==> src/rtl/vga_sync_gen.sv <==
// VGA raster timing generator: pixel-rate tick, row/col counters, sync and
// visible-area flags (delayed to match the downstream RGB register), and
// registered line/frame start pulses.
module vga_sync_gen #(
    parameter int H_VISIBLE  = 640,
    parameter int H_FRONT    = 16,
    parameter int H_SYNC     = 96,
    parameter int H_BACK     = 48,
    parameter int V_VISIBLE  = 480,
    parameter int V_FRONT    = 10,
    parameter int V_SYNC     = 2,
    parameter int V_BACK     = 33,
    parameter int SYNC_POL   = 0,
    parameter int CLK_DIV    = 4,
    parameter int SYNC_DELAY = 1
) (
    input  logic        clk,
    input  logic        rst,
    output logic [10:0] row,
    output logic [10:0] col,
    output logic        pix_tick,
    output logic        video_on,
    output logic        hsync,
    output logic        vsync,
    output logic        line_start,
    output logic        frame_start
);

    localparam int H_TOTAL = H_VISIBLE + H_FRONT + H_SYNC + H_BACK;
    localparam int V_TOTAL = V_VISIBLE + V_FRONT + V_SYNC + V_BACK;
    localparam int DIV_W   = (CLK_DIV > 1) ? $clog2(CLK_DIV) : 1;

    localparam logic [DIV_W-1:0] DIV_LAST = DIV_W'(CLK_DIV - 1);
    localparam logic [DIV_W-1:0] DIV_ONE  = DIV_W'(1);

    localparam logic [10:0] H_LAST   = 11'(H_TOTAL - 1);
    localparam logic [10:0] V_LAST   = 11'(V_TOTAL - 1);
    localparam logic [10:0] H_VIS    = 11'(H_VISIBLE);
    localparam logic [10:0] V_VIS    = 11'(V_VISIBLE);
    localparam logic [10:0] HS_START = 11'(H_VISIBLE + H_FRONT);
    localparam logic [10:0] HS_END   = 11'(H_VISIBLE + H_FRONT + H_SYNC - 1);
    localparam logic [10:0] VS_START = 11'(V_VISIBLE + V_FRONT);
    localparam logic [10:0] VS_END   = 11'(V_VISIBLE + V_FRONT + V_SYNC - 1);

    localparam logic SYNC_ON  = 1'(SYNC_POL);
    localparam logic SYNC_OFF = ~SYNC_ON;

    logic [DIV_W-1:0] div_q, div_d;
    logic [10:0]      col_q, col_d;
    logic [10:0]      row_q, row_d;
    logic             line_start_q, line_start_d;
    logic             frame_start_q, frame_start_d;
    logic             tick;
    logic             col_wrap;
    logic             video_raw;
    logic             hsync_raw;
    logic             vsync_raw;

    // Divider, counters and start pulses: next-state logic.
    always_comb begin
        div_d         = div_q;
        col_d         = col_q;
        row_d         = row_q;
        line_start_d  = 1'b0;
        frame_start_d = 1'b0;

        tick     = (div_q == DIV_LAST);
        col_wrap = tick && (col_q == H_LAST);

        if (tick) begin
            div_d = '0;
        end else begin
            div_d = div_q + DIV_ONE;
        end

        if (tick) begin
            if (col_q == H_LAST) begin
                col_d = '0;
                if (row_q == V_LAST) begin
                    row_d = '0;
                end else begin
                    row_d = row_q + 11'd1;
                end
            end else begin
                col_d = col_q + 11'd1;
            end
        end

        // Pulses are registered so they appear together with the wrapped counters.
        line_start_d  = col_wrap;
        frame_start_d = col_wrap && (row_q == V_LAST);
    end

    // Divider, counters and start pulses: state registers.
    always_ff @(posedge clk) begin
        if (rst) begin
            div_q         <= '0;
            col_q         <= '0;
            row_q         <= '0;
            line_start_q  <= 1'b0;
            frame_start_q <= 1'b0;
        end else begin
            div_q         <= div_d;
            col_q         <= col_d;
            row_q         <= row_d;
            line_start_q  <= line_start_d;
            frame_start_q <= frame_start_d;
        end
    end

    // Undelayed visible-area and sync levels decoded from the counters.
    always_comb begin
        video_raw = (col_q < H_VIS) && (row_q < V_VIS);
        hsync_raw = ((col_q >= HS_START) && (col_q <= HS_END)) ? SYNC_ON : SYNC_OFF;
        vsync_raw = ((row_q >= VS_START) && (row_q <= VS_END)) ? SYNC_ON : SYNC_OFF;
    end

    generate
        if (SYNC_DELAY == 0) begin : g_no_delay
            assign video_on = video_raw;
            assign hsync    = hsync_raw;
            assign vsync    = vsync_raw;
        end else begin : g_delay
            logic [SYNC_DELAY-1:0] von_q, von_d;
            logic [SYNC_DELAY-1:0] hs_q, hs_d;
            logic [SYNC_DELAY-1:0] vs_q, vs_d;

            // Shift the raw levels one stage per clk; stage 0 takes the raw level.
            always_comb begin
                von_d    = von_q;
                hs_d     = hs_q;
                vs_d     = vs_q;
                von_d[0] = video_raw;
                hs_d[0]  = hsync_raw;
                vs_d[0]  = vsync_raw;
                for (int i = 1; i < SYNC_DELAY; i++) begin
                    von_d[i] = von_q[i-1];
                    hs_d[i]  = hs_q[i-1];
                    vs_d[i]  = vs_q[i-1];
                end
            end

            // Delay-line registers; reset fills every stage with inactive levels.
            always_ff @(posedge clk) begin
                if (rst) begin
                    von_q <= '0;
                    hs_q  <= {SYNC_DELAY{SYNC_OFF}};
                    vs_q  <= {SYNC_DELAY{SYNC_OFF}};
                end else begin
                    von_q <= von_d;
                    hs_q  <= hs_d;
                    vs_q  <= vs_d;
                end
            end

            assign video_on = von_q[SYNC_DELAY-1];
            assign hsync    = hs_q[SYNC_DELAY-1];
            assign vsync    = vs_q[SYNC_DELAY-1];
        end
    endgenerate

    assign row         = row_q;
    assign col         = col_q;
    assign pix_tick    = tick;
    assign line_start  = line_start_q;
    assign frame_start = frame_start_q;

endmodule

==> config.mk <==
export PLATFORM = sky130hd
export DESIGN_NAME = vga_sync_gen
export DESIGN_NICKNAME = d
export VERILOG_FILES = /design/src/rtl/vga_sync_gen.sv
export SDC_FILE = /design/constraint.sdc
export NUM_CORES = 1
export LEC_CHECK = 0
export CELL_PAD_IN_SITES_DETAIL_PLACEMENT = 0
export CELL_PAD_IN_SITES_GLOBAL_PLACEMENT = 2
export CORE_ASPECT_RATIO = 1.1
export CORE_MARGIN = 1
export CORE_UTILIZATION = 26
export DETAILED_ROUTE_END_ITERATION = 16
export PLACE_DENSITY_LB_ADDON = 0.12
export SETUP_SLACK_MARGIN = 0.15
export SYNTH_ARGS = -nofsm -noshare
export SYNTH_HDL_FRONTEND = slang
export SYNTH_SLANG_ARGS = --single-unit
==> constraint.sdc <==
create_clock -name clk -period 1.8 [get_ports clk]
set_input_delay 0.36 -clock clk [delete_from_list [all_inputs] [get_ports clk]]
set_output_delay 0.36 -clock clk [all_outputs]
set_load 0.02 [all_outputs]
# --- Word level (Yosys, flattened, before mapping) ---
# Cells that the tools add are included.
totals:
  ff_bits: 29
  inputBits: 2
  out_inout_bits: 28
  wordCells: 31
classes:
  n_addsub: 3
  magnitude_cmp: 6
  n_eq_ne: 3
  mux: 4
  n_reduce_logical: 7
ops:
  columns: ["operator", "n"]
  rows:
  - ["$add 11x1->11 const B", 2]
  - ["$eq 11x10->1 const B", 2]
  - ["$mux 11", 2]
  - ["$ge 11x10->1 const B", 1]
  - ["$ge 11x9->1 const B", 1]
  - ["$le 11x10->1 const B", 1]
  - ["$le 11x9->1 const B", 1]
  - ["$lt 11x10->1 const B", 1]
  - ["$lt 11x9->1 const B", 1]
  - ["$logic_and 1x1->1", 5]
  - ["$add 2x1->2 const B", 1]
  - ["$eq 2x2->1 const B", 1]
  - ["$mux 1", 2]
  - ["$reduce_and 2->1", 1]
  - ["$reduce_or 2->1", 1]

# --- Longest topological paths before layout ---
logic_depth:
  ltp_word: 3
  ltp_mapped: 8
  mapped_depth_nobuf: 6

# --- Worst setup path after synthesis ---
# Ideal clock, no wire load.
synth_path:
  kind: "flip-flop to flip-flop"
  startpoint: "reg div_q[0]"
  endpoint: "reg row_q[8], in the netlist row[8]"
  setup_ps: 70
  arrival_time_ps: 1833
  required_time_ps: 1730
  setup_slack_ps: -103
  stages_incl_launch_ff: 8
  n_path_buf: 2
  synth_period_minus_slack_ps: 1903
  cell_sequence: "dfxtp_1 > ha_1 > buf_4 > and4_1 > clkbuf_2 > nand3_2 > or4b_1 > a21oi_1"
synth_between:
  elab_chain_cells: 2
synth_rtl:
  columns: ["item", "line_no", "text"]
  rows:
  - ["from (decl)", "48", "logic [DIV_W-1:0] div_q, div_d;"]
  - ["from (signal assigned)", "103", "div_q <= div_d;"]
  - ["$eq 2x2->1", "67", "tick = (div_q == DIV_LAST);"]
  - ["net pix_tick", "21", "output logic pix_tick,"]
  - ["$reduce_and 2->1 (no source line)", null, null]
  - ["to (signal assigned)", "105", "row_q <= row_d;"]
  - ["to (decl)", "50", "logic [10:0] row_q, row_d;"]
# The timed path passes the listed nets, and every way through them passes these cells.
# A chain may end at the register's enable or synchronous reset.

# --- Worst setup path after layout ---
layout_path:
  startpoint: "reg col_q[0], in the netlist col[0]"
  endpoint: "out col[0]"
layout_lines:
  columns: ["item", "line_no", "text"]
  rows:
  - ["from (decl)", "49", "logic [10:0] col_q, col_d;"]
  - ["from (signal assigned)", "104", "col_q <= col_d;"]
  - ["to (decl)", "20", "output logic [10:0] col,"]
# No word-level cell between the ends.

==> metrics.cfg <==
[drt]
top_layer_used=met4
vias=1385
drt_pass1_iterations=4
drt_iter0_drc=49
wl_met3_um=130
drc_errors=0
detail-route-antenna-nets=0
drt_wl_total_mm=3.98
met2_length_mm=2.06
vias_per_cell=4.86
routedWlPerCell_um=14.0
m1WireLength_mm=1.76

[placement]
port_buffers=29
finalWeightedCongestion=0.745
post-dp-hpwl_mm=2.76
place_inst=266

[logic_synthesis]
synth_nets=167
ys_seq_area_frac=0.415
synth_seq_cells=29
yosys_warnings=0
synth_area_um2=1400
syn_area_per_cell_um2=8.68
synth.distinct_cells=37
syn_inst=161

[cts]
htree_num_levels=2
cts_tree=built
clkSinkCount=29
clockRootBuffer=clkbuf_8
cts.clk_slew.worst_paths_ns=0.06
cts.path.max_buffers=2
cts_buffers=5
insertion_delay_ns=0.28

[worst_setup_path]
worstSetupPathType=reg -> out
end_kind=output port
cp_num_buf_inv=1
arrival_ns=1.27
crit_path_max_incr_delay_ns=0.61
crit_chain=clkdlybuf4s50_1
cp_slowest_cell=clkdlybuf4s50_1
cp.required_ns=1.44
start_kind=flip-flop
path_delay_family=buffers and inverters
crit_path_max_fanout=5

[power_and_ir_drop]
peakVddDrop_mv=0.273
power_density_nw_per_um2=585
p_leak_nw=0.831

[grt]
antenna_found_initial=0
grt_pass1_wl_mm=6.09
grt_pass1_vias=1293
grt_usage=0.140
grt.overflow.total=0
grt_max_degree=12

[timing]
tightestPinTransition_ns=0.383
fin_setup_tns_ns=0
slew_violations=0
maxSlewHeadroom=0.743
period_needed_ns=1.63
rsz0062_at_grt=true
setup_violations=0
hold_slack_ns=0.431
max_freq_ghz=0.615
hold_viol_final=0
finalCritPeriodShare=0.903
fin_skew_ns=0.00571

[hold_path]
min_path_type=reg -> reg

[floorplan]
core.rowCount=27
die_x_um=71.9
io_pins=30
core_region_area_um2=5100
dieArea_um2=5670
start_util=0.274
die_y_um=78.9

[finish]
final_nets=218
area_growth_pct=50.6
layout.cells.non_filler=285
n_antenna_cell=0
final_common_cell=buf_4
drive_gt1_frac=0.268
final_cell_mix=buf_4, dfxtp_1, dlygate4sd2_1, nor2_1, nand2_1
fin_util=0.413

[flow_run]
drv_cap=0

[run_status]
status=finished, final reports clean

kinds of logic (layout without fill, tap and decap cells):
kind of cell,Yosys count,after routing,share of synthesized area
AO/OA/AOI/OAI,27,27,0.114
XOR/XNOR,10,10,0.0627
adder cells (fa/ha/maj),4,4,0.0358
buffers and inverters,14,66,0.0421
flip-flops,29,29,0.415
AND/OR/NAND/NOR,77,77,0.330
cell type report:
class / instances / area, um2
well taps: 72 / 90.1
repair buffers: 53 / 454
inverters: 5 / 18.8
clock buffers: 8 / 80.1
multi-input cells: 118 / 852
flip-flops and latches: 29 / 609
fillers: 527 / 3000
path summary, 6_finish.rpt:
kind	slack [ns]	endpoint	cells past startpoint	startpoint
max	0.17	col[0]	1	col[0]
max reg2reg	0.19	row[8]	5	col[0]
min	0.43	div_q[0]	1	div_q[0]
min reg2reg	0.43	div_q[0]	1	div_q[0]
power by group:
group	total, W	switching [W]	internal [W]	leakage (nW)
Sequential	0.000654	0.00000883	0.000645	0.241
Clock	0.000514	0.000240	0.000274	0.0395
Combinational	0.0000633	0.0000312	0.0000321	0.550
Total	0.00123	0.000280	0.000951	0.831
per-stage QoR:
stage	setup slack [ns]	power (W)	area, um2
3_5_place_dp	0.0831	0.000733	1870
4_1_cts	0.0514	0.00126	1940
2_1_floorplan	0.134	0.000710	1440
3_3_place_gp	0.127	0.000732	1870
5_1_grt	0.129	0.00130	2100
6_report	0.174	0.00123	2100
Yosys cell counts, drive strengths merged:
master / number / area share
dfxtp: 29 / 0.42
nor2: 13 / 0.035
a21oi: 11 / 0.039
nand3: 11 / 0.043
nand2: 10 / 0.027
o21ai: 8 / 0.029
nand4: 7 / 0.031
clkbuf: 6 / 0.017
or3: 6 / 0.027
inv: 5 / 0.013
nor3: 5 / 0.018
xnor2: 5 / 0.031
xor2: 5 / 0.031
and4: 4 / 0.025
ha: 4 / 0.036
and3: 3 / 0.013
buf: 3 / 0.012
nand2b: 3 / 0.013
o32ai: 3 / 0.019
a31oi: 2 / 0.0090
nand3b: 2 / 0.011
nor3b: 2 / 0.011
nor4: 2 / 0.0090
nor4b: 2 / 0.023
nor4bb: 2 / 0.014
or4b: 2 / 0.014
a22oi: 1 / 0.0054
a311oi: 1 / 0.0063
and2: 1 / 0.0045
and3b: 1 / 0.0063
o2111ai: 1 / 0.0063
or2: 1 / 0.0045
per-layer routing:
metal  global-route usage  vias up
met3               0.0317        5
met1                0.167      670
li1                     -      681
met4               0.0608        0
met2                0.238       29
met5                    0        -
registers in the layout, indices dropped and copies added, names as in the netlist:
register	cells
hsync	1
video_on	1
line_start	1
frame_start	1
row	11
col	11
vsync	1
div_q	2
what timing repair did:
action,CTS,global route
endpoints found under the setup margin,32,11
gates cloned,0,1
resized for setup,22,25
pin swaps,0,6
buffers inserted,0,10
hold buffers,0,0
Note: power is estimated with default switching activity, not from simulation.
